$ cat src/rtl/adder_bist_driver.sv
// adder_bist_driver
//   Built-in self-test driver for an external pipelined adder. After a start
//   request it does three things:
//     - issues num_vec pseudo-random operand pairs, drawn from a 32-bit LFSR
//     - delays each expected sum by LATENCY cycles
//     - compares each delayed sum against the adder's response
//   It counts mismatching vectors and records the index of the first one.
//
// Ports
//   clk            sole clock, rising edge
//   rst            asynchronous active-high reset
//   start          one-cycle run request, honoured only in IDLE or DONE
//   seed           LFSR seed, captured with start (0 is treated as 1)
//   num_vec        number of vectors, captured with start
//   dut_a, dut_b   registered operands driven to the adder under test
//   dut_sum        sum returned by the adder under test
//   dut_cout       carry-out returned by the adder under test
//   busy           high while issuing vectors or draining the pipeline
//   done           high once the run has completed
//   pass           valid while done: 1 when no mismatch was seen
//   err_count      saturating count of mismatching vectors
//   first_err_idx  0-based index of the first mismatching vector (0 if none)
module adder_bist_driver #(
  parameter int WIDTH   = 8,
  parameter int LATENCY = 2
) (
  input  logic             clk,
  input  logic             rst,
  input  logic             start,
  input  logic [31:0]      seed,
  input  logic [15:0]      num_vec,
  output logic [WIDTH-1:0] dut_a,
  output logic [WIDTH-1:0] dut_b,
  input  logic [WIDTH-1:0] dut_sum,
  input  logic             dut_cout,
  output logic             busy,
  output logic             done,
  output logic             pass,
  output logic [15:0]      err_count,
  output logic [15:0]      first_err_idx
);

  typedef enum logic [1:0] {IDLE, RUN, DRAIN, DONE} state_t;

  // Fibonacci LFSR, polynomial x^32 + x^22 + x^2 + x + 1.
  function automatic logic [31:0] lfsr_next(input logic [31:0] s);
    return {s[30:0], s[31] ^ s[21] ^ s[1] ^ s[0]};
  endfunction

  function automatic logic [15:0] sat_inc(input logic [15:0] v);
    return (v == 16'hFFFF) ? v : v + 16'd1;
  endfunction

  state_t        state;
  logic [31:0]   lfsr;
  logic [15:0]   num_vec_r;
  logic [15:0]   vec_cnt;    // vectors issued so far in this run
  logic [3:0]    drain_cnt;
  logic          cur_vld;    // dut_a/dut_b carry a fresh vector this cycle
  logic [15:0]   cur_idx;    // index of the vector on dut_a/dut_b

  logic          vld_p [LATENCY];
  logic [WIDTH:0] exp_p [LATENCY];
  logic [15:0]   idx_p [LATENCY];

  logic [31:0]   seed_eff;
  logic [WIDTH:0] exp_in;
  logic [WIDTH:0] resp;
  logic          mismatch;
  logic [15:0]   err_next;

  always_comb begin
    seed_eff = (seed == 32'd0) ? 32'd1 : seed;
    exp_in   = {1'b0, dut_a} + {1'b0, dut_b};
    resp     = {dut_cout, dut_sum};
    mismatch = vld_p[LATENCY-1] && (resp != exp_p[LATENCY-1]);
    err_next = mismatch ? sat_inc(err_count) : err_count;
  end

  // Stage boundary: presented vector -> delay line (expected sum and index).
  always_ff @(posedge clk) begin
    exp_p[0] <= exp_in;
    idx_p[0] <= cur_idx;
    for (int j = 1; j < LATENCY; j++) begin
      exp_p[j] <= exp_p[j-1];
      idx_p[j] <= idx_p[j-1];
    end
  end

  always_ff @(posedge clk or posedge rst) begin
    if (rst) begin
      state         <= IDLE;
      lfsr          <= 32'd1;
      dut_a         <= '0;
      dut_b         <= '0;
      busy          <= 1'b0;
      done          <= 1'b0;
      pass          <= 1'b0;
      err_count     <= '0;
      first_err_idx <= '0;
      num_vec_r     <= '0;
      vec_cnt       <= '0;
      drain_cnt     <= '0;
      cur_vld       <= 1'b0;
      cur_idx       <= '0;
      for (int j = 0; j < LATENCY; j++) vld_p[j] <= 1'b0;
    end else begin
      // Stage boundary: valid bits shift alongside the data delay line.
      vld_p[0] <= cur_vld;
      for (int j = 1; j < LATENCY; j++) vld_p[j] <= vld_p[j-1];

      // Compare stage: oldest delay-line slot against the adder response.
      if (mismatch) begin
        err_count <= err_next;
        if (err_count == 16'd0) first_err_idx <= idx_p[LATENCY-1];
      end

      unique case (state)
        IDLE, DONE: begin
          cur_vld <= 1'b0;
          if (start) begin
            num_vec_r     <= num_vec;
            err_count     <= '0;
            first_err_idx <= '0;
            for (int j = 0; j < LATENCY; j++) vld_p[j] <= 1'b0;
            if (num_vec == 16'd0) begin
              state <= DONE;
              done  <= 1'b1;
              pass  <= 1'b1;
            end else begin
              // Vector 0 is the seed itself; the LFSR moves one step ahead.
              state   <= RUN;
              busy    <= 1'b1;
              done    <= 1'b0;
              pass    <= 1'b0;
              dut_a   <= seed_eff[WIDTH-1:0];
              dut_b   <= seed_eff[2*WIDTH-1:WIDTH];
              lfsr    <= lfsr_next(seed_eff);
              cur_vld <= 1'b1;
              cur_idx <= '0;
              vec_cnt <= 16'd1;
            end
          end
        end
        RUN: begin
          if (vec_cnt == num_vec_r) begin
            state     <= DRAIN;
            cur_vld   <= 1'b0;
            drain_cnt <= '0;
          end else begin
            dut_a   <= lfsr[WIDTH-1:0];
            dut_b   <= lfsr[2*WIDTH-1:WIDTH];
            lfsr    <= lfsr_next(lfsr);
            cur_vld <= 1'b1;
            cur_idx <= vec_cnt;
            vec_cnt <= vec_cnt + 16'd1;
          end
        end
        DRAIN: begin
          if (drain_cnt == 4'(LATENCY-1)) begin
            // The last vector is compared in this cycle, so pass uses err_next.
            state <= DONE;
            busy  <= 1'b0;
            done  <= 1'b1;
            pass  <= (err_next == 16'd0);
          end else begin
            drain_cnt <= drain_cnt + 4'd1;
          end
        end
        default: state <= IDLE;
      endcase
    end
  end

endmodule
$ cat config.mk
export PLATFORM = sky130hd
export DESIGN_NAME = adder_bist_driver
export DESIGN_NICKNAME = d
export VERILOG_FILES = /design/src/rtl/adder_bist_driver.sv
export SDC_FILE = /design/constraint.sdc
export NUM_CORES = 1
export LEC_CHECK = 0
export CORE_MARGIN = 10
export CORE_UTILIZATION = 56
export CTS_BUF_LIST = sky130_fd_sc_hd__clkbuf_4 sky130_fd_sc_hd__clkbuf_8
export DETAILED_ROUTE_END_ITERATION = 10
export PLACE_DENSITY = 0.82
export REMOVE_ABC_BUFFERS = 1
export SLEW_MARGIN = 40
export SYNTH_ARGS = -nofsm -noshare
export SYNTH_HDL_FRONTEND = slang
export SYNTH_SLANG_ARGS = --single-unit
$ cat constraint.sdc
create_clock -name clk -period 5.1 [get_ports clk]
set_input_delay 1.02 -clock clk [delete_from_list [all_inputs] [get_ports clk]]
set_output_delay 1.02 -clock clk [all_outputs]
set_load 0.01 [all_outputs]
==> flow_summary.toml, run 1 <==
[detailed_routing]
wl_per_cell_um = 16.3
drc = 0
drt_pass1_iterations = 5
drt-initial-drc-count = 424
via_count = 5796
viasPerCell = 5.54
ant_nets = 0
wirelength_mm = 17.0

[synthesis]
synth.cell_area_um2 = 7740
synth_top_family_by_area = "simple AND/OR/NAND/NOR gates"
ys_seq_elements = 174
synth_xor_area_frac = 0.0690
synth_top_area_frac = 0.398
synth_edf_count = 0
yosys.area.top_type = "dfrtp_1"
ys_types = 52
muxShareOfSynthArea = 0.0740
synth_simple_gate_area_share = 0.175
synthArstFlopShare = 0.713
syn_avg_cell_area_um2 = 9.89
synth_fa_ha_area_frac = 0.0301
syn_inst = 783
synth_compound_area_frac = 0.0709
ys_seq_area_frac = 0.530
synth-warning-count = 0
synth_top_cells_by_area = "dfrtp_1 40%, dfxtp_1 13%, mux2i_1 7.1%"
yosys_most_used_dff = "dfrtp_1"

[die]
start_util = 0.578
coreArea_um2 = 13400
dieWidth_um = 138
ios = 111
dieArea_um2 = 18900
die_h_um = 138
rows = 42

[timing]
fmax_mhz = 280
max_slew.worst_pin.slew_ns = 0.755
fin_crit_ns = 3.57
setup_slack_ns = 1.53
rsz0062_at_grt = "no"
skew_ns = 0.0112
drv_slew = 0
hold_ws_ns = 0.330
hold_viol_final = 0
timing.final.crit_share = 0.699
fin_tns_setup_ns = 0
setup_viol = 0
slew_headroom = 0.495

[clock_tree]
clk_latency_ns = 0.46
ctsHoldBuffers = 0
cts.clk_slew.worst_paths_ns = 0.08
post_cts.resized_instances = 0
cts_sinks = 174
clock-root-buffer = "clkbuf_8"
htreeDepth = 4
post-cts-setup-buffer-count = 0
clk_path_buf_depth = 2
cts_tree = "done"
numCtsBuffers = 17

[worst_setup_path]
end_kind = "flop"
critical_path_required_ns = 5.47
crit_type = "in -> reg"
worstPathArrival_ns = 3.93
startpoint_type = "input pin"
worst-path-max-fanout = 68

[worst_hold_path]
hold_class = "reg -> reg"

[cells_and_area]
fin_nets = 935
postLayoutCellArea_um2 = 9220
final_util = 0.688
area_delta_synth_final_pct = 19.1
drive_gt1_frac = 0.0552
diodes = 0

[placement]
hpwl_mm = 12.3
preCtsSetupSlack_ns = 1.11
portBuffers = 110
gp_congestion = 0.887
place_area_um2 = 8820

[global_route]
antenna_found_initial = 1
grt_pass1_vias = 5850
grt-ovfl-total = 0
grt_pass1_wl_mm = 28.6
grt_usage = 0.189
grt_max_degree = 69

[flow_run]
cap_viol_max_count = 0

[pwr]
power_density_nw_per_um2 = 527
vdd_ir_drop_max_uv = 459
p_leak_nw = 4.03

[status]
status = "complete, no violations"
placed cells by master (no fill, tap or decap), types with 6 or more instances in the layout:
cell,netlist,layout
o21ai_0,15,15
nor4_1,23,23
xnor2_1,47,47
nor2_1,67,67
ha_1,17,16
nand4_1,20,20
inv_1,20,19
nand3_1,19,19
xor2_1,14,14
dfxtp_1,50,50
a21oi_1,9,9
nor3_1,8,8
clkbuf_8,0,19
nand2_1,130,130
o21ai_1,41,41
buf_4,16,6
dfrtp_1,123,123
clkdlybuf4s50_1,0,110
mux2i_1,55,55
and2_1,7,7
final cells by class:
cell class,instances,area [um^2]
clock buffer,22,284
clock inverter,10,111
fill,1010,4180
inverter,21,81.3
multi-input combinational,526,3250
sequential,174,4110
tap,176,220
timing repair buffer,117,1170
metrics by stage:
| stage | cells | power (mW) |
|---|---|---|
| floorplan | 721 | 3.30 |
| global placement | 1014 | 3.87 |
| detailed placement | 1014 | 3.96 |
| CTS | 1046 | 4.91 |
| global route | 1046 | 5.22 |
| finish | 1046 | 4.86 |
critical path, cell delays in order:
cell and delay [ns]:
clkdlybuf4s50_1 0.47, nor4_1 0.45, nand4_1 0.41, a21oi_1 0.39
a21o_2 0.64, buf_12 0.33, o21ai_0 0.11, o21ai_0 0.10
per-layer routing:
layer / track usage / wire length [um] / vias to the layer above
met5: 0 / 16 / -
met4: 0.0732 / 264 / 2
met3: 0.0484 / 1080 / 21
met2: 0.311 / 8500 / 186
met1: 0.233 / 7170 / 2804
li1: - / - / 2783
worst paths after layout:
| path | slack, ns | cells after the start | from | endpoint |
|---|---|---|---|---|
| worst max-delay path | 1.53 | 8 | num_vec[11] | vec_cnt[0] |
| worst min-delay path | 0.33 | 0 | exp_p[0][7] | exp_p[0][16] |
| worst max register to register | 2.11 | 9 | state[1] | vec_cnt[14] |
| worst min register to register | 0.33 | 0 | exp_p[0][7] | exp_p[0][16] |
| max in group asynchronous | 3.07 | 3 | rst | lfsr[0] |
| min in group asynchronous | 1.06 | 2 | rst | first_err_idx[12] |
cells by family (layout without fill, tap and decap cells):
group	count (synthesis)	after routing
compound gates	93	93
xor+xnor	61	61
fa+ha+maj	18	18
buf+inv	83	170
flops	174	174
mux	57	57
simple gates	297	297
registers in the layout (all words and copies together) (netlist names):
signal	count
lfsr	18
cur_vld	1
state	2
dut_a	7
exp_p	18
done	1
first_err_idx	16
err_count	16
vld_p	2
dut_b	7
cur_idx	16
drain_cnt	4
pass	1
num_vec_r	16
vec_cnt	16
idx_p	32
busy	1
synth_stat cells (7+ instances only):
library cell and instances:
and2_1 7, nor4_1 23, o21ai_0 15, dfxtp_1 50, xor2_1 14, nand3_1 19
buf_4 16, xnor2_1 47, mux2i_1 55, nor3_1 8, dfrtp_1 123, o21ai_1 41
nand4_1 20, nand2_1 130, ha_1 17, buf_2 16, clkbuf_1 29, nor2_1 67
inv_1 20, a21oi_1 9
where the power goes:
part / internal [mW] / total (mW) / leakage, nW / switching, mW
clock network: 0.477 / 0.939 / 0.212 / 0.462
registers: 1.74 / 2.01 / 2.04 / 0.271
logic: 0.821 / 1.92 / 1.78 / 1.10
total: 3.03 / 4.86 / 4.03 / 1.83
Power figures use the tool's default switching activity.
==> run 2, diff against run 1 <==
==> constraint.sdc (replaced) <==
create_clock -name clk -period 3.45 [get_ports clk]
set_input_delay 0.69 -clock clk [delete_from_list [all_inputs] [get_ports clk]]
set_output_delay 0.69 -clock clk [all_outputs]
set_load 0.01 [all_outputs]
==> run 2 against run 1 <==
  * Count of clock-buffer cells in the layout decreased by 4
  * Critical path depth unchanged
  * Design area grew 2.4%
  * Sequential share of layout area down 1.0 points
  * Sequential power grew 48%
  * Sequential cell count unchanged
  * First-iteration DRC count rose by 13%
  * Final cell count is 0.76% higher
  * Highest routed layer unchanged
==> flow_summary.toml, run 2 (synthesized netlist as in run 1, its figures left out) <==
[worst_setup_path]
crit_type = "reg -> reg"
critical_path_required_ns = 3.85
worst-path-max-fanout = 6
worstPathArrival_ns = 3.23
startpoint_type = "flop"
end_kind = "flop"

[die]
ios = 111
start_util = 0.578
rows = 42
dieArea_um2 = 18900
coreArea_um2 = 13400
dieWidth_um = 138
die_h_um = 138

[global_route]
antenna_found_initial = 1
grt_pass1_vias = 6056
grt_pass1_wl_mm = 30.1
grt-ovfl-total = 0
grt_max_degree = 65
grt_usage = 0.200

[clock_tree]
numCtsBuffers = 17
htreeDepth = 4
cts.clk_slew.worst_paths_ns = 0.09
cts_tree = "done"
cts_sinks = 174
clk_path_buf_depth = 2
ctsHoldBuffers = 0
post_cts.resized_instances = 0
post-cts-setup-buffer-count = 0
clk_latency_ns = 0.46
clock-root-buffer = "clkbuf_8"

[cells_and_area]
postLayoutCellArea_um2 = 9440
final_cell_mix = "130 x nand2_1, 123 x dfrtp_1, 110 x clkdlybuf4s50_1"
top_register = "idx_p"
top_regs = "idx_p (32), exp_p (18), lfsr (18)"
layout_commonest_cell = "nand2_1"
fin_nets = 943
largest_reg_flops = 32
drive_gt1_frac = 0.0638
diodes = 0
area_delta_synth_final_pct = 21.9
final_util = 0.704

[pwr]
intPower_mw = 4.93
vdd_ir_drop_max_uv = 547
p_leak_nw = 4.13
power_mw = 7.76
swShare = 0.365
pwr-share-clk = 0.235
power_density_nw_per_um2 = 823
p_comb_frac = 0.382
switchingPower_mw = 2.83
seqPwrFrac = 0.382

[timing]
fmax_mhz = 354
slew_headroom = 0.619
skew_ns = 0.0119
rsz0062_at_grt = "no"
timing.final.crit_share = 0.819
hold_ws_ns = 0.331
hold_viol_final = 0
fin_crit_ns = 2.83
setup_viol = 0
max_slew.worst_pin.slew_ns = 0.568
drv_slew = 0

[detailed_routing]
drt-initial-drc-count = 479
wl_per_cell_um = 17.4
via_count = 5890
ant_nets = 0
drc = 0
wirelength_mm = 18.3
viasPerCell = 5.59
drt_pass1_iterations = 5

[placement]
place_area_um2 = 8910
hpwl_mm = 13.2
portBuffers = 110
gp_congestion = 0.832

[worst_hold_path]
hold_class = "reg -> reg"

[status]
status = "complete, no violations"

[flow_run]
cap_viol_max_count = 0
[run 2: cell count changes in the layout (fill, tap and decap cells not counted)]
cell       before  now
buf_12          1    3
buf_4           6   12
bufinv_16       2    8
clkbuf_4        3    1
clkbuf_8       19   17
clkinv_2        3    1
inv_4           4    1
inv_6           0    3
[run 2: worst max-delay path, stage by stage, from the launching register on]
cell,delay [ns]
dfrtp_1,0.44
ha_1,0.22
nand3_1,0.17
or4_1,0.69
and4_4,0.27
a2111oi_2,0.34
nor3_1,0.10
a311oi_1,0.32
a41o_1,0.22
[run 2: worst paths after layout]
path | from | end | slack, ns | cells past startpoint
max in group asynchronous | rst | lfsr[0] | 2.12 | 3
min reg2reg | idx_p[0][14] | idx_p[0][30] | 0.33 | 0
max reg2reg | err_count[1] | pass | 0.62 | 8
min in group asynchronous | rst | first_err_idx[11] | 0.67 | 2
min | idx_p[0][14] | idx_p[0][30] | 0.33 | 0
max | err_count[1] | pass | 0.62 | 8
[run 2: power groups by stage]
stage                     Combinational (mW)  Clock, mW  Sequential (mW)
after floorplan                         1.94          0             2.94
after global routing                    3.31       1.93             3.03
after detailed placement                2.95          0             3.01
after CTS                               2.97       1.85             2.97
final                                   2.97       1.83             2.97
after global placement                  2.81          0             2.98
[run 2: metrics by stage]
step | TNS [ns] | cells | setup WS [ns]
2_1_floorplan | -152.96 | 721 | -1.61
3_3_place_gp | 0 | 1022 | 0.450
3_5_place_dp | 0 | 1022 | 0.404
4_1_cts | 0 | 1054 | 0.651
5_1_grt | 0 | 1054 | 0.432
6_report | 0 | 1054 | 0.625
[run 2: routing by layer]
layer | global-route usage | vias to the layer above | part of all wire
met5 | 0 | - | 0.00049
li1 | - | 2807 | -
met2 | 0.339 | 187 | 0.50
met4 | 0.0744 | 2 | 0.019
met1 | 0.243 | 2861 | 0.42
met3 | 0.0444 | 33 | 0.056
[run 2: area by class of cell]
cell class	instances	area, um^2
Sequential cell	174	4110
Fill cell	1014	3960
Multi-Input combinational cell	526	3250
Timing Repair Buffer	125	1250
Clock inverter	14	287
Clock buffer	18	241
Tap cell	176	220
Inverter	21	83.8
